## src/rtl/pulse_adder_n.sv

```systemverilog
// pulse_adder_n: clocked N-input pulse adder. Counts data pulses between
// strobe events, checks setup/hold/separation/extra-pulse timing per window,
// and emits the count (or a flagged result) DELAY cycles after the strobe.
module pulse_adder_n #(
  parameter int unsigned N_IN    = 2,
  parameter int unsigned T_SETUP = 4,
  parameter int unsigned T_HOLD  = 1,
  parameter int unsigned T_SEP   = 2,
  parameter int unsigned DELAY   = 8,
  parameter int unsigned WARN_W  = 8,
  localparam int unsigned OUT_W  = $clog2(N_IN + 1)
) (
  input  logic              clock,
  input  logic              reset,
  input  logic              strobe,
  input  logic [N_IN-1:0]   din,
  output logic [OUT_W-1:0]  sum_out,
  output logic              out_valid,
  output logic              viol_flag,
  output logic [2:0]        viol_code,
  output logic [WARN_W-1:0] warn_count
);

  localparam int unsigned AGE_MAX = (T_SETUP > T_SEP) ? T_SETUP : T_SEP;
  localparam int unsigned AGE_W   = (AGE_MAX < 1) ? 1 : $clog2(AGE_MAX + 1);
  localparam int unsigned HCNT_W  = (T_HOLD < 2) ? 1 : $clog2(T_HOLD);
  localparam int unsigned HLOAD_I = (T_HOLD > 0) ? T_HOLD - 1 : 0;
  localparam int unsigned ASTRT_I = (AGE_MAX > 0) ? 1 : 0;

  localparam logic [AGE_W-1:0]  MAX_L   = AGE_W'(AGE_MAX);
  localparam logic [AGE_W-1:0]  SETUP_L = AGE_W'(T_SETUP);
  localparam logic [AGE_W-1:0]  SEP_L   = AGE_W'(T_SEP);
  localparam logic [AGE_W-1:0]  START_L = AGE_W'(ASTRT_I);
  localparam logic [HCNT_W-1:0] HLOAD_L = HCNT_W'(HLOAD_I);

  typedef enum logic {OPEN, HOLD} state_t;

  state_t              state, state_nx;
  logic [HCNT_W-1:0]   hcnt, hcnt_nx;

  logic                strobe_q;
  logic [N_IN-1:0]     din_q;
  logic                ev_s;
  logic [N_IN-1:0]     ev_d;

  logic [AGE_W-1:0]    age     [N_IN];
  logic [AGE_W-1:0]    age_eff [N_IN];

  logic [N_IN-1:0]     pending, pend_all;
  logic                extra_r, sep_r, hold_r;
  logic                extra_now, sep_now, hold_now;
  logic                setup_hit, sep_hit, bit0;
  logic [OUT_W-1:0]    count, push_sum;
  logic [2:0]          code;
  logic                flagged, push;

  logic                pipe_v    [DELAY];
  logic [OUT_W-1:0]    pipe_sum  [DELAY];
  logic                pipe_f    [DELAY];
  logic [2:0]          pipe_code [DELAY];

  // Previous-sample registers for rising-edge detection
  always_ff @(posedge clock or posedge reset) begin
    if (reset) begin
      strobe_q <= 1'b0;
      din_q    <= '0;
    end else begin
      strobe_q <= strobe;
      din_q    <= din;
    end
  end

  // Edge detect, window bookkeeping and closing-window evaluation.
  // Events coinciding with the strobe are folded into the closing window
  // (age 0), so the new window always starts clean.
  always_comb begin
    ev_s      = strobe & ~strobe_q;
    ev_d      = din & ~din_q;
    pend_all  = pending | ev_d;
    extra_now = extra_r | (|(ev_d & pending));
    hold_now  = hold_r | ((state == HOLD) & (|ev_d));
    setup_hit = 1'b0;
    sep_hit   = 1'b0;
    count     = '0;
    for (int unsigned i = 0; i < N_IN; i++) begin
      age_eff[i] = ev_d[i] ? '0 : age[i];
    end
    for (int unsigned i = 0; i < N_IN; i++) begin
      if (pend_all[i] && (age_eff[i] < SETUP_L)) setup_hit = 1'b1;
      count = count + OUT_W'(pend_all[i]);
      for (int unsigned j = 0; j < N_IN; j++) begin
        if ((i != j) && ev_d[i] && pend_all[j] && (age_eff[j] < SEP_L)) sep_hit = 1'b1;
      end
    end
    sep_now  = sep_r | sep_hit;
    bit0     = setup_hit | hold_now | ((state == HOLD) & ev_s);
    code     = {extra_now, sep_now, bit0};
    flagged  = |code;
    push     = ev_s & ((count != '0) | flagged);
    push_sum = flagged ? '0 : count;
  end

  // Per-channel age counters, saturating at the longest timing window
  always_ff @(posedge clock or posedge reset) begin
    if (reset) begin
      for (int unsigned i = 0; i < N_IN; i++) age[i] <= MAX_L;
    end else begin
      for (int unsigned i = 0; i < N_IN; i++) begin
        if (ev_d[i])             age[i] <= START_L;
        else if (age[i] < MAX_L) age[i] <= age[i] + 1'b1;
      end
    end
  end

  // Window accumulation; everything is cleared when a strobe closes the window
  always_ff @(posedge clock or posedge reset) begin
    if (reset) begin
      pending <= '0;
      extra_r <= 1'b0;
      sep_r   <= 1'b0;
      hold_r  <= 1'b0;
    end else if (ev_s) begin
      pending <= '0;
      extra_r <= 1'b0;
      sep_r   <= 1'b0;
      hold_r  <= 1'b0;
    end else begin
      pending <= pend_all;
      extra_r <= extra_now;
      sep_r   <= sep_now;
      hold_r  <= hold_now;
    end
  end

  // FSM state register
  always_ff @(posedge clock or posedge reset) begin
    if (reset) begin
      state <= OPEN;
      hcnt  <= '0;
    end else begin
      state <= state_nx;
      hcnt  <= hcnt_nx;
    end
  end

  // FSM next state: a strobe (re)starts HOLD for T_HOLD cycles
  always_comb begin
    state_nx = state;
    hcnt_nx  = hcnt;
    if (ev_s && (T_HOLD > 0)) begin
      state_nx = HOLD;
      hcnt_nx  = HLOAD_L;
    end else if (state == HOLD) begin
      if (hcnt == '0) state_nx = OPEN;
      else            hcnt_nx  = hcnt - 1'b1;
    end
  end

  // Delay pipeline: one slot per cycle so any strobe spacing is preserved
  always_ff @(posedge clock or posedge reset) begin
    if (reset) begin
      for (int unsigned k = 0; k < DELAY; k++) begin
        pipe_v[k]    <= 1'b0;
        pipe_sum[k]  <= '0;
        pipe_f[k]    <= 1'b0;
        pipe_code[k] <= '0;
      end
    end else begin
      pipe_v[0]    <= push;
      pipe_sum[0]  <= push ? push_sum : '0;
      pipe_f[0]    <= push & flagged;
      pipe_code[0] <= push ? code : '0;
      for (int unsigned k = 1; k < DELAY; k++) begin
        pipe_v[k]    <= pipe_v[k-1];
        pipe_sum[k]  <= pipe_sum[k-1];
        pipe_f[k]    <= pipe_f[k-1];
        pipe_code[k] <= pipe_code[k-1];
      end
    end
  end

  assign out_valid = pipe_v[DELAY-1];
  assign sum_out   = pipe_sum[DELAY-1];
  assign viol_flag = pipe_f[DELAY-1];
  assign viol_code = pipe_code[DELAY-1];

  // Saturating count of flagged results
  always_ff @(posedge clock or posedge reset) begin
    if (reset) begin
      warn_count <= '0;
    end else if (out_valid && viol_flag && (warn_count != '1)) begin
      warn_count <= warn_count + 1'b1;
    end
  end

endmodule

```

## config.mk

```make
export PLATFORM = sky130hd
export DESIGN_NAME = pulse_adder_n
export DESIGN_NICKNAME = d
export VERILOG_FILES = /design/src/rtl/pulse_adder_n.sv
export SDC_FILE = /design/constraint.sdc
export NUM_CORES = 1
export LEC_CHECK = 0
export BUFFER_PORTS_ARGS = -buffer_cell sky130_fd_sc_hd__buf_2
export CELL_PAD_IN_SITES_DETAIL_PLACEMENT = 1
export CELL_PAD_IN_SITES_GLOBAL_PLACEMENT = 2
export CORE_ASPECT_RATIO = 0.8
export CORE_MARGIN = 1.5
export CORE_UTILIZATION = 40
export DETAILED_ROUTE_END_ITERATION = 8
export PLACE_DENSITY = 0.78
export SLEW_MARGIN = 10
export SYNTH_ARGS = -nofsm -noshare
export SYNTH_HDL_FRONTEND = slang
export SYNTH_SLANG_ARGS = --single-unit
```

## constraint.sdc

```tcl
create_clock -name clock -period 5.2 [get_ports clock]
set_clock_uncertainty 0.15 [all_clocks]
set_input_delay 0.78 -clock clock [delete_from_list [all_inputs] [get_ports clock]]
set_output_delay 0.78 -clock clock [all_outputs]
set_load 0.01 [all_outputs]
```

==> impl_metrics.yaml, run 1 <==
drt:
  drt_first_pass_iters: 4
  routedWlPerCell_um: 14.5
  vias: 1324
  drtIter0Drc: 69
  viasPerCell: 4.83
  ant_nets: 0
  drc: 0
  routed_wl_um: 3960
setup_path:
  critPathMaxFanout: 11
  worstPathRequired_ns: 5.27
  worst_ep_arrival_time_ns: 2.61
  critical_path_class: "in -> reg"
  critPathCaptureType: "register"
  critPathLaunchType: "input pin"
global_route:
  grt_max_degree: 51
  grt_pass1_vias: 1462
  grt_antenna_before_repair: 0
  grt_usage: 0.135
  grt-ovfl-total: 0
  grt_pass1_wl_um: 6860
synth:
  yosys_warnings: 0
  yosysSeqAreaShare: 0.772
  synth-edff-count: 0
  synth_commonest_cells: "dfrtp_1 (77), nor2_1 (15), buf_4 (5)"
  netlist_area_sq_um: 2560
  async_flop_share: 1.00
  synth.distinct_cells: 35
  synthCells: 164
  synth_nets: 173
  syn_avg_cell_area_sq_um: 15.6
  ys_seq_elements: 79
  ys_top_cells_by_area: "dfrtp_1 (75%), nor2_1 (2.2%), dfstp_2 (2.1%)"
  synth_top_cell_area_share: 0.752
  ys.flop_type: "dfrtp_1"
  yosysTopAreaCell: "dfrtp_1"
  synth.most_common_cell: "dfrtp_1"
floorplanning:
  pin_count: 20
  start_util: 0.424
  core_sq_um: 6040
  fp.dieH_um: 74.6
  rows: 25
  die_x_um: 92.5
  die_area_sq_um: 6900
layout:
  layout-drive-gt1-share: 0.249
  num_antenna_cells: 0
  nets: 197
  syn_to_final_growth_pct: 13.8
  final_area_sq_um: 2920
clock_tree:
  cts.clk_slew.worst_paths_ns: 0.07
  cts_resized: 0
  cts_buffers: 9
  clockRootBuffer: "clkbuf_8"
  cts_buffer_depth: 2
  cts_tree: "built"
  cts_sinks: 79
  cts_hold_buf: 0
  postCtsSetupRepairBufs: 0
  clkLatencyLatePin_ns: 0.33
  htreeDepth: 3
sta:
  finalSetupTns_ns: 0
  fin_ws_ns: 2.66
  final.min_clock_period_ns: 2.54
  relSlewSlack: 0.339
  max_freq_ghz: 0.394
  finalMaxSlewViolations: 0
  period_share: 0.488
  rsz0062_at_grt: "false"
  hold_viol_final: 0
  tightest_slew_ns: 0.991
  setup_viol: 0
power_and_ir_drop:
  total_leakage_power_nw: 1.44
  total_power_mw: 1.35
  vdd_drop_max_mv: 0.202
  p_per_area_nw_per_um2: 464
job:
  maxCapViolCount: 0
hold_path:
  hold_path_class: "reg -> reg"
placed_design:
  gp_congestion: 0.787
  dp_slack_ns: 2.38
  place_area_sq_um: 2720
  dp_hpwl_um: 2590
  portBuffers: 19
outcome:
  status: "completed"
stage by stage:
| stage | cells | util | hold WS (ns) |
|---|---|---|---|
| after global routing | 274 | 0.483 | 0.203 |
| final | 274 | 0.483 | 0.193 |
| after global placement | 258 | 0.450 | 0.183 |
| after detailed placement | 258 | 0.450 | 0.186 |
| after floorplan | 164 | - | 0.181 |
| after CTS | 274 | 0.483 | 0.193 |
kinds of logic (layout without fill, tap and decap cells):
| kind of cell | Yosys count | in the layout | synth area share |
|---|---|---|---|
| AOI/OAI and AO/OA | 15 | 15 | 0.0420 |
| xor gates and xnor gates | 6 | 6 | 0.0205 |
| adders and majority gates | 4 | 4 | 0.0195 |
| buffers and inverters | 12 | 41 | 0.0259 |
| DFF | 79 | 79 | 0.772 |
| muxes | 6 | 6 | 0.0254 |
| and+or+nand+nor | 42 | 42 | 0.0942 |
metal layers:
metal,vias up,GRT usage,part of all wire
li1,602,-,-
met1,684,0.158,0.44
met2,34,0.217,0.50
met3,4,0.0675,0.054
met4,0,0.0530,0.0071
met5,-,0,0
critical path, stage by stage:
cell	delay (ns)
buf_2	0.08
nor2b_1	0.59
nor2_1	0.15
ha_1	0.26
or4_4	0.52
nor4_1	0.22
registers in the layout, indices dropped and copies added (netlist names), 2 cells and up:
name / count
pipe_sum: 14
din_q: 2
pending: 2
age: 6
sum_out: 2
pipe_v: 7
pipe_code: 21
pipe_f: 7
viol_code: 3
warn_count: 8
cell usage in the layout (no fill, tap or decap), types with 2 or more instances in the layout:
cell type | netlist | layout
nor2b_1 | 4 | 4
dfstp_2 | 2 | 2
o2111ai_1 | 2 | 2
dfrtp_1 | 77 | 77
buf_2 | 2 | 19
a31oi_1 | 3 | 3
nand3b_1 | 2 | 2
xor2_1 | 3 | 3
clkinv_2 | 0 | 2
nand3_1 | 3 | 3
nor4_2 | 2 | 2
mux2_2 | 4 | 4
clkbuf_8 | 0 | 10
inv_2 | 1 | 2
nand2_1 | 3 | 3
nand2b_1 | 3 | 3
ha_1 | 4 | 4
inv_1 | 4 | 3
nor2_1 | 15 | 15
nor3_1 | 2 | 2
mux2i_1 | 2 | 2
nand4_1 | 2 | 2
xnor2_1 | 3 | 3
a21oi_1 | 4 | 4
where the power goes:
group	total (mW)	switching [mW]	internal, mW
clock	0.440	0.205	0.235
sequential	0.753	0.0599	0.693
combinational	0.161	0.0872	0.0733
total	1.35	0.352	1.00
worst paths after layout:
kind                                 endpoint  cells after the start  slack [ns]         start
worst max-delay path             pipe_sum[14]                      6        2.66        din[0]
worst min-delay path             pipe_sum[11]                      0        0.19  pipe_sum[13]
worst max register to register   pipe_sum[14]                      5        2.83      din_q[0]
worst min register to register   pipe_sum[11]                      0        0.19  pipe_sum[13]
max in group asynchronous       pipe_code[22]                      3        3.43         reset
min in group asynchronous        viol_code[1]                      2        0.52         reset
final cells by class:
type	instances	area, sq um
sequential	79	1980
multi-input combinational	73	517
tap	81	101
timing repair buffer	20	103
clock inverter	5	56.3
fill	612	3120
clock buffer	11	141
inverter	5	18.8
Note: power is estimated with default switching activity, not from simulation.
==> inputs of run 2 (changes only) <==
clock period = 2.49 ns   (was 5.2 ns; I/O delays follow)
==> impl_metrics.yaml, run 2 (same netlist as run 1, synthesis figures left out) <==
drt:
  drt_first_pass_iters: 4
  routed_wl_um: 4050
  ant_nets: 0
  drc: 0
  drtIter0Drc: 43
  vias: 1342
  routedWlPerCell_um: 14.5
  viasPerCell: 4.81
outcome:
  status: "completed"
clock_tree:
  cts_sinks: 79
  clkLatencyLatePin_ns: 0.34
  clockRootBuffer: "clkbuf_8"
  cts_tree: "built"
  cts_hold_buf: 3
  cts_buffers: 9
  htreeDepth: 3
  cts_resized: 0
  cts_buffer_depth: 2
  postCtsSetupRepairBufs: 0
  cts.clk_slew.worst_paths_ns: 0.08
sta:
  period_share: 0.850
  tightest_slew_ns: 0.527
  fin_ws_ns: 0.374
  final.min_clock_period_ns: 2.12
  finalMaxSlewViolations: 0
  finalSetupTns_ns: 0
  hold_viol_final: 0
  max_freq_ghz: 0.473
  hold_ws_ns: 0.0372
  relSlewSlack: 0.648
  rsz0062_at_grt: "false"
  setup_viol: 0
layout:
  syn_to_final_growth_pct: 16.2
  largest_register: "pipe_code"
  layout-drive-gt1-share: 0.258
  final_area_sq_um: 2980
  multiInputGateArea_sq_um: 517
  top_regs: "pipe_code: 21 flops, pipe_sum: 14 flops, warn_count: 8 flops"
  fill_cells: 606
  final_cells: 279
  regArea_sq_um: 1980
  layout_common_cells: "dfrtp_1 (77), buf_2 (19), nor2_1 (15)"
  num_antenna_cells: 0
  final_common_cell: "dfrtp_1"
  largest_register_ffs: 21
  nets: 202
global_route:
  grt_max_degree: 58
  grt_pass1_wl_um: 6890
  grt_usage: 0.139
  grt_pass1_vias: 1413
  grt_antenna_before_repair: 0
  grt-ovfl-total: 0
power_and_ir_drop:
  p_per_area_nw_per_um2: 954
  total_leakage_power_nw: 1.46
  vdd_drop_max_mv: 0.370
setup_path:
  critPathMaxFanout: 2
  critPathLaunchType: "input pin"
  critical_path_class: "in -> reg"
  path_cells: "dlygate4sd3_1, buf_2, nor2b_1, nor2_1, ha_1, or4_4, nor4_2"
  crit_slowest_cell: "dlygate4sd3_1"
  critPathCaptureType: "register"
  worst_ep_arrival_time_ns: 2.21
  worstPathRequired_ns: 2.59
  max_stage_delay_ns: 0.52
floorplanning:
  die_x_um: 92.5
  start_util: 0.424
  core_sq_um: 6040
  pin_count: 20
  fp.dieH_um: 74.6
  die_area_sq_um: 6900
  rows: 25
placed_design:
  gp_congestion: 0.803
  dp_hpwl_um: 2730
  dp.cells: 260
  dp_slack_ns: 0.520
  place_area_sq_um: 2750
  portBuffers: 19
job:
  maxCapViolCount: 0
hold_path:
  hold_path_class: "in -> reg"
==> run 2: final cells by class <==
type,count,share of cell area
clock buffers,10,0.0462
clock inverters,6,0.0202
inverters,5,0.00756
multi-input cells,73,0.174
flip-flops and latches,79,0.665
well taps,81,0.0340
repair buffers,25,0.0538
==> run 2: critical path: cells and delay by family <==
family / cells / cell delay (ns)
simple gates: 4 / 1.01
buf+inv: 2 / 0.62
fa+ha+maj: 1 / 0.22
==> run 2: where the power goes <==
part	internal, mW	switching (mW)	leakage, nW
sequential	1.45	0.119	1.04
combinational	0.160	0.193	0.330
clock	0.485	0.438	0.0981
==> run 2: metal layers <==
metal / up-vias / global-route usage / share of wire / wire length, um
met5: - / 0 / 0 / 0
met4: 0 / 0.0564 / 0.014 / 56
met3: 6 / 0.0665 / 0.047 / 191
met2: 26 / 0.233 / 0.52 / 2090
met1: 695 / 0.155 / 0.42 / 1710
li1: 615 / - / - / -
==> run 2: through the flow <==
step	power, mW	utilization
after floorplan	1.81	-
after global placement	1.90	0.456
after detailed placement	1.95	0.456
after CTS	2.90	0.493
after global routing	3.01	0.493
final	2.84	0.493
==> run 2: final timing paths <==
path                               startpoint             to  slack (ns)  depth (start not counted)
worst max-delay path                   din[0]   pipe_sum[15]        0.37                          7
worst min-delay path                   strobe       strobe_q        0.04                          1
max in group asynchronous               reset      pipe_f[3]        1.10                          4
worst min register to register  pipe_code[16]  pipe_code[13]        0.19                          0
worst max register to register       din_q[0]   pipe_sum[15]        0.67                          5
min in group asynchronous               reset    pipe_sum[3]        0.46                          3
==> inputs of run 3 (changes only) <==
clock period = 2.1 ns   (was 2.49 ns; I/O delays follow)
==> impl_metrics.yaml, run 3 (same netlist as run 1, synthesis figures left out) <==
placed_design:
  dp_hpwl_um: 2790
  place_area_sq_um: 2760
  dp_slack_ns: 0.214
  gp_congestion: 0.753
  portBuffers: 19
floorplanning:
  die_x_um: 92.5
  pin_count: 20
  die_area_sq_um: 6900
  core_sq_um: 6040
  start_util: 0.424
  rows: 25
  fp.dieH_um: 74.6
sta:
  setup_viol: 0
  relSlewSlack: 0.625
  hold_ws_ns: 0.195
  fin_ws_ns: 0.0560
  max_freq_ghz: 0.489
  finalMaxSlewViolations: 0
  hold_viol_final: 0
  period_share: 0.973
  final.min_clock_period_ns: 2.04
  finalSetupTns_ns: 0
  tightest_slew_ns: 0.561
drt:
  drt_first_pass_iters: 3
  ant_nets: 0
  drtIter0Drc: 30
  routedWlPerCell_um: 14.5
  drc: 0
  vias: 1338
  viasPerCell: 4.78
  routed_wl_um: 4070
layout:
  top_regs: "pipe_code: 21 flops, pipe_sum: 14 flops, warn_count: 8 flops"
  largest_register: "pipe_code"
  largest_register_ffs: 21
  finish.utilization: 0.495
  num_antenna_cells: 0
  nets: 204
  final_area_sq_um: 2990
  layout-drive-gt1-share: 0.266
  syn_to_final_growth_pct: 16.6
  final_common_cell: "dfrtp_1"
  layout_common_cells: "dfrtp_1 (77), buf_2 (19), nor2_1 (15)"
clock_tree:
  htreeDepth: 3
  clockRootBuffer: "clkbuf_8"
  cts.clk_slew.worst_paths_ns: 0.08
  cts_tree: "built"
  postCtsSetupRepairBufs: 0
  cts_buffer_depth: 2
  cts_buffers: 9
  clkLatencyLatePin_ns: 0.33
  cts_sinks: 79
setup_path:
  r2r_slack_ns: 0.27
  critPathMaxFanout: 2
  worstPathRequired_ns: 2.19
  critPathCaptureType: "register"
  worstReg2RegStart: "warn_count[0]"
  critPathLaunchType: "input pin"
  worst_ep_arrival_time_ns: 2.13
  r2r_end: "warn_count[1]"
  reg2reg_depth: 4
  critical_path_class: "in -> reg"
power_and_ir_drop:
  vdd_drop_max_mv: 0.457
  power_switching_mw: 0.886
  total_leakage_power_nw: 1.47
  switching_share: 0.272
  pwr-share-seq: 0.573
  p_int_mw: 2.37
  power_frac_comb: 0.134
  power.share.clock: 0.294
  p_per_area_nw_per_um2: 1090
global_route:
  grt-ovfl-total: 0
  grt_pass1_wl_um: 6930
  grt_antenna_before_repair: 0
  grt_max_degree: 44
  grt_pass1_vias: 1489
  grt_usage: 0.137
hold_path:
  hold-path-endpoint: "pipe_v[4]"
  hold_path_class: "reg -> reg"
  worstHoldStart: "pipe_v[5]"
  holdPathStages: 0
job:
  maxCapViolCount: 0
outcome:
  status: "completed"
run 3: changes by cell type in the layout (fill, tap and decap cells not counted):
cell / before / now
bufinv_16: 1 / 0
nor2b_4: 0 / 1
clkinv_2: 3 / 2
buf_4: 2 / 3
nor2b_2: 0 / 1
nor4_4: 0 / 1
nor4_2: 2 / 1
dlygate4sd3_1: 3 / 4
inv_6: 0 / 1
nor2b_1: 4 / 2
run 3: how the worst max path moves through the flow:
stage                        start           end  slack [ns]  cells after the start
final                       din[0]  pipe_sum[15]        0.06                      7
after global routing        din[0]  pipe_sum[14]     -0.0005                      7
after floorplan           din_q[0]  pipe_sum[15]        0.25                      6
after global placement      din[0]  pipe_sum[15]        0.29                      6
after detailed placement    din[1]  pipe_sum[15]        0.21                      6
after CTS                   din[1]  pipe_sum[15]        0.04                      7
run 3: what timing repair did:
action                                  CTS  global route
hold buffers                              4             0
endpoints found under the hold margin    22             0
resized for setup                         0             4
endpoints found under the setup margin    0             2
run 3: cell type report:
cell class | count | area [sq um]
clock buffer | 10 | 138
clock inverter | 5 | 33.8
fill | 602 | 3050
inverter | 5 | 22.5
multi-input combinational | 73 | 536
sequential | 79 | 1980
tap | 81 | 101
timing repair buffer | 27 | 178
run 3: metal layers:
layer	global-route usage	wire length (um)	up-vias
li1	-	-	614
met1	0.156	1750	699
met2	0.241	2110	21
met3	0.0521	165	4
met4	0.0513	44	0
met5	0	0	-
run 3: critical path, cell delays in order:
cell	delay, ns
dlygate4sd3_1	0.52
buf_2	0.11
nor2b_2	0.15
nor2_1	0.08
ha_1	0.22
or4_4	0.54
nor4_4	0.21
run 3: stage by stage:
stage | instances | power [mW]
after floorplan | 164 | 2.15
after global placement | 261 | 2.25
after detailed placement | 261 | 2.33
after CTS | 280 | 3.30
after global routing | 280 | 3.47
final | 280 | 3.25
run 3: power by group through the flow:
| stage | clock network, mW | registers, mW | logic, mW |
|---|---|---|---|
| 2_1_floorplan | 0 | 1.86 | 0.284 |
| 3_3_place_gp | 0 | 1.87 | 0.385 |
| 3_5_place_dp | 0 | 1.90 | 0.430 |
| 4_1_cts | 0.997 | 1.87 | 0.441 |
| 5_1_grt | 1.07 | 1.89 | 0.507 |
| 6_report | 0.955 | 1.86 | 0.435 |
